--- src/rtl/gpr_wb_arbiter.sv ---
// GPR write-back arbiter: merges pipeline WB writes with long-latency (mul/div) results
// through a small in-order buffer, with WAW invalidation and pending-write stall detection.
module gpr_wb_arbiter #(
  parameter int DEPTH = 2
) (
  input  logic        clk,
  input  logic        reset,
  input  logic        pipe_wr_en,
  input  logic [4:0]  pipe_rw,
  input  logic [31:0] pipe_data,
  input  logic        lu_valid,
  input  logic [4:0]  lu_rw,
  input  logic [31:0] lu_data,
  output logic        lu_ready,
  input  logic [4:0]  rs_id,
  input  logic [4:0]  rt_id,
  output logic        rf_wr_en,
  output logic [4:0]  rf_rw,
  output logic [31:0] rf_data,
  output logic        stall_pending,
  output logic [2:0]  occupancy,
  output logic [15:0] lu_block_cnt
);

  localparam logic [2:0] DEPTH_L = 3'(DEPTH);

  // Buffer is kept compacted: valid entries occupy slots 0..occupancy-1, oldest in slot 0.
  logic [DEPTH-1:0] vld_q, vld_nxt;
  logic [4:0]       rw_q   [DEPTH];
  logic [4:0]       rw_nxt [DEPTH];
  logic [31:0]      data_q   [DEPTH];
  logic [31:0]      data_nxt [DEPTH];

  logic pipe_wr, deq, bypass, enq;

  assign occupancy = 3'($countones(vld_q));
  assign lu_ready  = occupancy < DEPTH_L;
  assign pipe_wr   = pipe_wr_en && (pipe_rw != 5'd0);
  assign deq       = !pipe_wr && vld_q[0];
  assign bypass    = !pipe_wr && !vld_q[0] && lu_valid && (lu_rw != 5'd0);
  assign enq       = lu_valid && lu_ready && (lu_rw != 5'd0) && !bypass &&
                     !(pipe_wr && (lu_rw == pipe_rw));

  always_comb begin
    rf_wr_en = 1'b0;
    rf_rw    = 5'd0;
    rf_data  = 32'd0;
    if (pipe_wr) begin
      rf_wr_en = 1'b1;
      rf_rw    = pipe_rw;
      rf_data  = pipe_data;
    end else if (deq) begin
      rf_wr_en = 1'b1;
      rf_rw    = rw_q[0];
      rf_data  = data_q[0];
    end else if (bypass) begin
      rf_wr_en = 1'b1;
      rf_rw    = lu_rw;
      rf_data  = lu_data;
    end
  end

  always_comb begin
    stall_pending = 1'b0;
    for (int i = 0; i < DEPTH; i++) begin
      if (vld_q[i] && (((rs_id != 5'd0) && (rs_id == rw_q[i])) ||
                       ((rt_id != 5'd0) && (rt_id == rw_q[i]))))
        stall_pending = 1'b1;
    end
  end

  // Survivors (not dequeued, not WAW-killed) slide down in order; a new result lands after them.
  always_comb begin
    int slot;
    slot    = 0;
    vld_nxt = '0;
    for (int i = 0; i < DEPTH; i++) begin
      rw_nxt[i]   = rw_q[i];
      data_nxt[i] = data_q[i];
    end
    for (int i = 0; i < DEPTH; i++) begin
      if (vld_q[i] && !(deq && i == 0) && !(pipe_wr && (rw_q[i] == pipe_rw))) begin
        vld_nxt[slot]  = 1'b1;
        rw_nxt[slot]   = rw_q[i];
        data_nxt[slot] = data_q[i];
        slot++;
      end
    end
    if (enq && slot < DEPTH) begin
      vld_nxt[slot]  = 1'b1;
      rw_nxt[slot]   = lu_rw;
      data_nxt[slot] = lu_data;
    end
  end

  always_ff @(posedge clk or negedge reset) begin
    if (!reset) vld_q <= '0;
    else        vld_q <= vld_nxt;
  end

  // NOTE: payload storage has no reset; it is only ever observed through a set valid bit.
  always_ff @(posedge clk) begin
    rw_q   <= rw_nxt;
    data_q <= data_nxt;
  end

  always_ff @(posedge clk or negedge reset) begin
    if (!reset)
      lu_block_cnt <= 16'd0;
    else if (lu_valid && !lu_ready && (lu_block_cnt != 16'hFFFF))
      lu_block_cnt <= lu_block_cnt + 16'd1;
  end

endmodule

--- config.mk ---
export PLATFORM = sky130hd
export DESIGN_NAME = gpr_wb_arbiter
export DESIGN_NICKNAME = d
export VERILOG_FILES = /design/src/rtl/gpr_wb_arbiter.sv
export SDC_FILE = /design/constraint.sdc
export NUM_CORES = 1
export LEC_CHECK = 0
export BUFFER_PORTS_ARGS = -buffer_cell sky130_fd_sc_hd__buf_2
export CORE_MARGIN = 4
export CORE_UTILIZATION = 48
export DETAILED_ROUTE_END_ITERATION = 8
export GPL_ROUTABILITY_DRIVEN = 0
export PLACE_DENSITY = 0.84
export SETUP_SLACK_MARGIN = 0.5
export SLEW_MARGIN = 20
export SYNTH_ARGS = -nofsm -noshare
export SYNTH_HDL_FRONTEND = slang
export SYNTH_SLANG_ARGS = --single-unit
--- constraint.sdc ---
create_clock -name clk -period 3.6 [get_ports clk]
set_input_delay 0.72 -clock clk [delete_from_list [all_inputs] [get_ports clk]]
set_output_delay 0.72 -clock clk [all_outputs]
set_load 0.005 [all_outputs]
==> results of run 1 <==
[layout make-up]
class | instances | area, µm² | area share [%]
multi-input cells | 454 | 2771 | 43.11
clock inverters | 6 | 95.09 | 1.479
well taps | 140 | 175.2 | 2.725
inverters | 4 | 27.53 | 0.4282
clock buffers | 10 | 229.0 | 3.562
repair buffers | 155 | 827.0 | 12.86
flip-flops and latches | 92 | 2303 | 35.83
[cells in the final DEF (no fill, tap or decap), drive strengths merged, types with 2 or more instances in the layout]
master and instances:
buf 155, a31oi 69, nand2 47, nand3 45, nor3 45, o21ai 42, nor2 40, and2 39
edfxtp 37, dfxtp 37, nand3b 32, xnor2 30, xor2 20, dfrtp 18, nand4 10, clkbuf 10
a22oi 5, inv 5, ha 4, clkinv 3, or2 2, o31ai 2, and4 2, and3 2
a21oi 2, bufinv 2
[state kept, by name, indices dropped and copies added, names as in the netlist]
name and flops:
data_q 64, lu_block_cnt 16, rw_q 10, vld_q 2
[worst max-delay path, stage by stage]
cell and delay [ns]:
buf_2 0.14, or4_4 0.57, o21a_4 0.36, or3_1 0.34, buf_2 0.13
[kinds of logic after synthesis]
logic type,after synthesis,synth area share (%)
fa+ha+maj,4,0.9268
simple gates,268,26.00
mux,1,0.2085
xor+xnor,50,8.109
compound gates,130,15.57
other cells,1,0.06944
buf+inv,61,6.488
flops,92,42.63
[worst min path at each step]
stage | endpoint | slack (ns) | cells after the start
final | lu_block_cnt[1] | 0.32 | 1
after global routing | lu_block_cnt[9] | 0.35 | 1
after CTS | lu_block_cnt[1] | 0.32 | 1
after detailed placement | lu_block_cnt[15] | 0.49 | 1
after global placement | lu_block_cnt[5] | 0.47 | 1
after floorplan | lu_block_cnt[0] | 0.42 | 0
[routing by layer]
metal | global-route usage [%] | vias up
li1 | - | 2410
met4 | 8.314 | 0
met2 | 38.13 | 220
met1 | 29.06 | 2439
met3 | 3.013 | 22
met5 | 0 | -
[cell usage after synthesis, drive strengths merged, types with 2 or more instances]
cell / count / area share (%)
inv: 3 / 0.21
o21ai: 42 / 3.9
nand3b: 32 / 4.4
nor3: 45 / 4.3
buf: 36 / 4.7
and3: 2 / 0.23
and4: 2 / 0.32
dfxtp: 37 / 14
nand4: 10 / 1.2
nand3: 45 / 4.2
and2: 39 / 4.5
or2: 2 / 0.23
nand2: 47 / 3.3
ha: 4 / 0.93
xnor2: 30 / 4.9
dfrtp: 18 / 8.3
edfxtp: 37 / 21
a22oi: 5 / 0.70
o31ai: 2 / 0.28
nor2: 40 / 2.8
xor2: 20 / 3.2
clkbuf: 21 / 1.5
a21oi: 2 / 0.19
a31oi: 69 / 8.0
[metrics by stage]
stage / cell area [µm²] / std cells / power (mW)
6_report: 6429 / 861 / 4.543
2_1_floorplan: 5410 / 607 / 2.995
5_1_grt: 6429 / 861 / 4.832
4_1_cts: 6402 / 861 / 4.524
3_3_place_gp: 6071 / 845 / 3.390
3_5_place_dp: 6071 / 845 / 3.509
[power by group through the flow]
stage	registers (mW)	logic [mW]	clock network [mW]
2_1_floorplan	1.61	1.38	0
3_3_place_gp	1.73	1.66	0
3_5_place_dp	1.74	1.77	0
4_1_cts	1.72	1.78	1.02
5_1_grt	1.76	2.00	1.07
6_report	1.73	1.80	1.02
==> run metrics, run 1 <==
Hold Vio Cnt, Final 0; DR top layer met4; CP endpoint kind output port; clock buffer count from CTS 9; Final min period 2.986 ns; filler cell count 949; Hold WS 0.3166 ns; remaining antenna violation count 0; Max Fclk 334.9 MHz; post_cts resized 1; Post-synth ARST share 19.57%; Critical Path RT 2.88 ns; Seq cells post-synth 92; crit share post-route 82.95%; drt total wl 14,650 µm; Post-CTS Setup Inserts 0; GRT Util Overall 22.38%; register area share after synthesis 42.63%; syn_nets 699; detailed-route via count 5,091; Hold Crit Class in2async; Reg power frac 38.0%; Critical Path Source Type input pin; IO Count 147; Crit Path Class in2out; Root Buffer clkbuf_16; clk_lat worst skew 0.33 ns; Die W 114.1 µm; RSZ-0062 raised after global routing no; Hold-fix buffers, CTS 0; pin count of the biggest net entering global routing 65; reg-to-reg setup timing slack 0.76 ns; DR pass1 iterations 5; Distinct cells, synth 46; Worst VDD drop 0.4339 mV; Max clock buf depth 2; antenna violations before repair 0; Clock Power Share 22.4%; power per cell area 706.6 nW/µm²; crit path from lu_rw[4]; Initial Util 49.38%; Ys Warns 0; r2r worst-path depth 8; share of layout cells above drive strength 1 25.52%; worst r2r src rw_q[0]; CP Capture Point rf_wr_en; hpwl dp 9969 µm; DRT iter0 DRCs 374; Post-Syn Area 5400 µm²; reg2reg end data_q[2]; gr ovfl total 0; DR DRC count 0; Max-Cap Viols 0; DR WL met2 7401 µm; clk_skew 0.006869 ns; cell count after synthesis 607; Avg Cell Area, Syn 8.897 µm²; dominant synthesized flop cell edfxtp_1; Placement Setup Slack 0.03970 ns; EDFF count, synth 37; core area 10,940 µm²; outcome finished clean; Static Leakage 2.597 nW; vias per cell 5.913; Setup Total Neg Slack 0 ns; port bufs 145; number of global-route vias before repair 4,916; CTS sink count 92; CTS clk-pin slew, worst paths 0.07 ns; die area 13,010 µm²; Sw Pwr 1.721 mW; final setup violation count 0; max-slew violation count 0; M1 wire length 5934 µm; Nets 808; # rows 38; final standard cell utilization of the core 58.79%; setup ws final 0.6138 ns; Net Sw Frac 37.89%; critical-path maximum fanout 34; Layout area overhead 19.05%; Ant. Diodes 0; CTS tree built; Avg WL per Cell 17.02 µm; met3 wire length 1063 µm; P_int 2.822 mW; Die Ht 114.1 µm; Comb power frac 39.6%; first-pass GRT wire length 23,780 µm; crit path DAT 2.27 ns; H-tree Lvls 3
(Power assumes the default switching activity.)
==> run 2: changes to the inputs <==
==> constraint.sdc (replaced) <==
create_clock -name clk -period 2.55 [get_ports clk]
set_input_delay 0.51 -clock clk [delete_from_list [all_inputs] [get_ports clk]]
set_output_delay 0.51 -clock clk [all_outputs]
set_load 0.005 [all_outputs]
==> run metrics, run 2 (synthesis gave the netlist of run 1 again) <==
Max Fclk 396.4 MHz; Rel. slew slack 65.76%; P_int 4.843 mW (+72%); GRT busiest layer met2; reg2reg end data_q[45]; final setup violation count 0 (unchanged); CP max stage delay 0.54 ns (-0.03 ns); # rows 38 (unchanged); critical path cell sequence buf_6, or4_4, o21a_4, buf_16, nand3b_1, a31oi_1, buf_2; most frequent cells in the layout 139 x buf_2, 49 x a31oi_1, 46 x nand2_1; CTS tree built; clock buffer count from CTS 9 (unchanged); Top reg by flops data_q; Net Sw Frac 39.06% (+1.2 points); core area 10,940 µm² (unchanged); critical-path maximum fanout 8 (-76%); Static Leakage 3.198 nW (+23%); first-pass GRT wire length 26,840 µm (+13%); H-tree Lvls 3 (unchanged); max-slew violation count 0 (unchanged); gr ovfl total 0 (unchanged); Tot Pwr 7.947 mW (+75%); final standard cell utilization of the core 72.35% (+14 points); vias per cell 6.197 (+4.8%); share of layout cells above drive strength 1 41.68% (+16 points); Die Ht 114.1 µm (unchanged); Hold Crit Class in2async; crit share post-route 98.92%; Initial Util 49.38% (unchanged); CTS sink count 92 (unchanged); Avg WL per Cell 21.25 µm (+25%); Critical Path Source Type input pin; commonest non-fill, non-tap cell in the layout buf_2; CTS clk-pin slew, worst paths 0.07 ns (about the same); Max-Cap Viols 0 (unchanged); CP endpoint kind output port; port bufs 145 (unchanged); pin count of the biggest net entering global routing 65 (unchanged); Ant. Diodes 0 (unchanged); Crit Path Class in2out; worst r2r src rw_q[1]; CP max stage cell or4_4; Hold-fix buffers, CTS 0 (unchanged); Sw Pwr 3.104 mW (+80%); Nets 874 (+8.2%); DR DRC count 0 (unchanged); largest registers data_q: 64 flops, lu_block_cnt: 16 flops, rw_q: 10 flops; clk_lat worst skew 0.34 ns (about the same); Reg power frac 29.6% (-8.4 points); IO Count 147 (unchanged); Hold Vio Cnt, Final 0 (unchanged); met1 usage 31.54% (+2.5 points); Clock Power Share 17.9% (-4.5 points); max reg flops 64 (unchanged); filler cell count 720 (-24%); crit path DAT 2.01 ns (-0.26 ns); antenna violations before repair 0 (unchanged); Die W 114.1 µm (unchanged); actual slew at the worst max-slew pin 0.5136 ns; number of global-route vias before repair 5,341 (+8.6%); DRT iter0 DRCs 555 (+48%); hpwl dp 10,650 µm (+6.9%); RSZ-0062 raised after global routing yes; Root Buffer clkbuf_16; remaining antenna violation count 0 (unchanged); DR pass1 iterations 5 (unchanged); Max clock buf depth 2 (unchanged); outcome finished clean; GRT Util Overall 25.65% (+3.3 points); drt total wl 19,700 µm (+34%); reg-to-reg setup timing slack 0.07 ns (-0.69 ns); Final min period 2.523 ns; Layout area overhead 46.50%; crit path from lu_rw[1]; clk_skew 0.01156 ns (+0.004687 ns); met3 Resource Use GR 3.541% (+0.53 points); power per cell area 1005 nW/µm² (+42%); GR Util met2 45.32% (+7.2 points); Comb power frac 52.6% (+13 points); r2r worst-path depth 10 (+2); Worst VDD drop 0.5052 mV (+16%); Critical Path RT 2.04 ns (-0.84 ns); die area 13,010 µm² (unchanged); detailed-route via count 5,745 (+13%)
run 2: cell types whose count changed in the layout (fill, tap and decap cells not counted), moves of 12 or more:
cell	change
a31oi_4	+12
nor3_1	-21
and2_4	+17
nor3_2	+15
and2_1	-17
a31oi_1	-20
buf_4	+37
run 2: per-stage QoR:
step,cells,area [µm²],TNS [ns],worst slack [ns],hold slack (ns)
final,927,7911,0,0.02742,0.09014
after global routing,927,7911,-0.06168,-0.02677,0.1157
after CTS,911,7267,0,0.1395,0.1063
after detailed placement,874,6435,-9.690,-0.1154,0.4602
after global placement,874,6435,-2.201,-0.04835,0.4454
after floorplan,607,5679,-1.799,-0.03371,0.2144
run 2: how the worst max path moves through the flow:
stage,endpoint,cells past startpoint,slack (ns)
floorplan,data_q[0],11,-0.03
global placement,data_q[9],9,-0.05
detailed placement,data_q[47],11,-0.12
CTS,rf_data[27],7,0.14
global route,data_q[45],10,-0.03
finish,rf_data[16],7,0.03
run 2: worst max-delay path, delay by kind of cell:
family | cells | cell delay, ns
AND/OR/NAND/NOR | 2 | 0.61
buffers and inverters | 3 | 0.45
AO/OA/AOI/OAI | 2 | 0.42
run 2: power groups by stage:
stage	logic, mW	registers [mW]	clock network (mW)
after floorplan	2.13	2.28	0
after global placement	2.72	2.34	0
after detailed placement	2.88	2.35	0
after CTS	3.37	2.32	1.41
after global routing	4.44	2.39	1.49
final	4.18	2.35	1.42
run 2: cell type report:
type	count	area [µm²]	area share (%)
Inverter	4	20.02	0.2530
Sequential cell	92	2303	29.12
Clock inverter	5	65.06	0.8224
Clock buffer	11	254.0	3.211
Timing Repair Buffer	221	1798	22.73
Multi-Input combinational cell	454	3296	41.66
Tap cell	140	175.2	2.214
run 2: repair_timing:
item / 4_1_cts / 5_1_grt
endpoints found under the setup margin: 152 / 153
gates resized for setup: 40 / 69
gates cloned: 9 / 9
pin swaps: 15 / 30
buffers inserted: 12 / 7
run 2: metal layers:
metal | share of wire (%) | routed length, µm | vias up
met4 | 4.5 | 879 | 0
met3 | 8.4 | 1655 | 80
li1 | - | - | 2555
met1 | 38 | 7510 | 2743
met5 | 0 | 0 | -
met2 | 49 | 9653 | 367
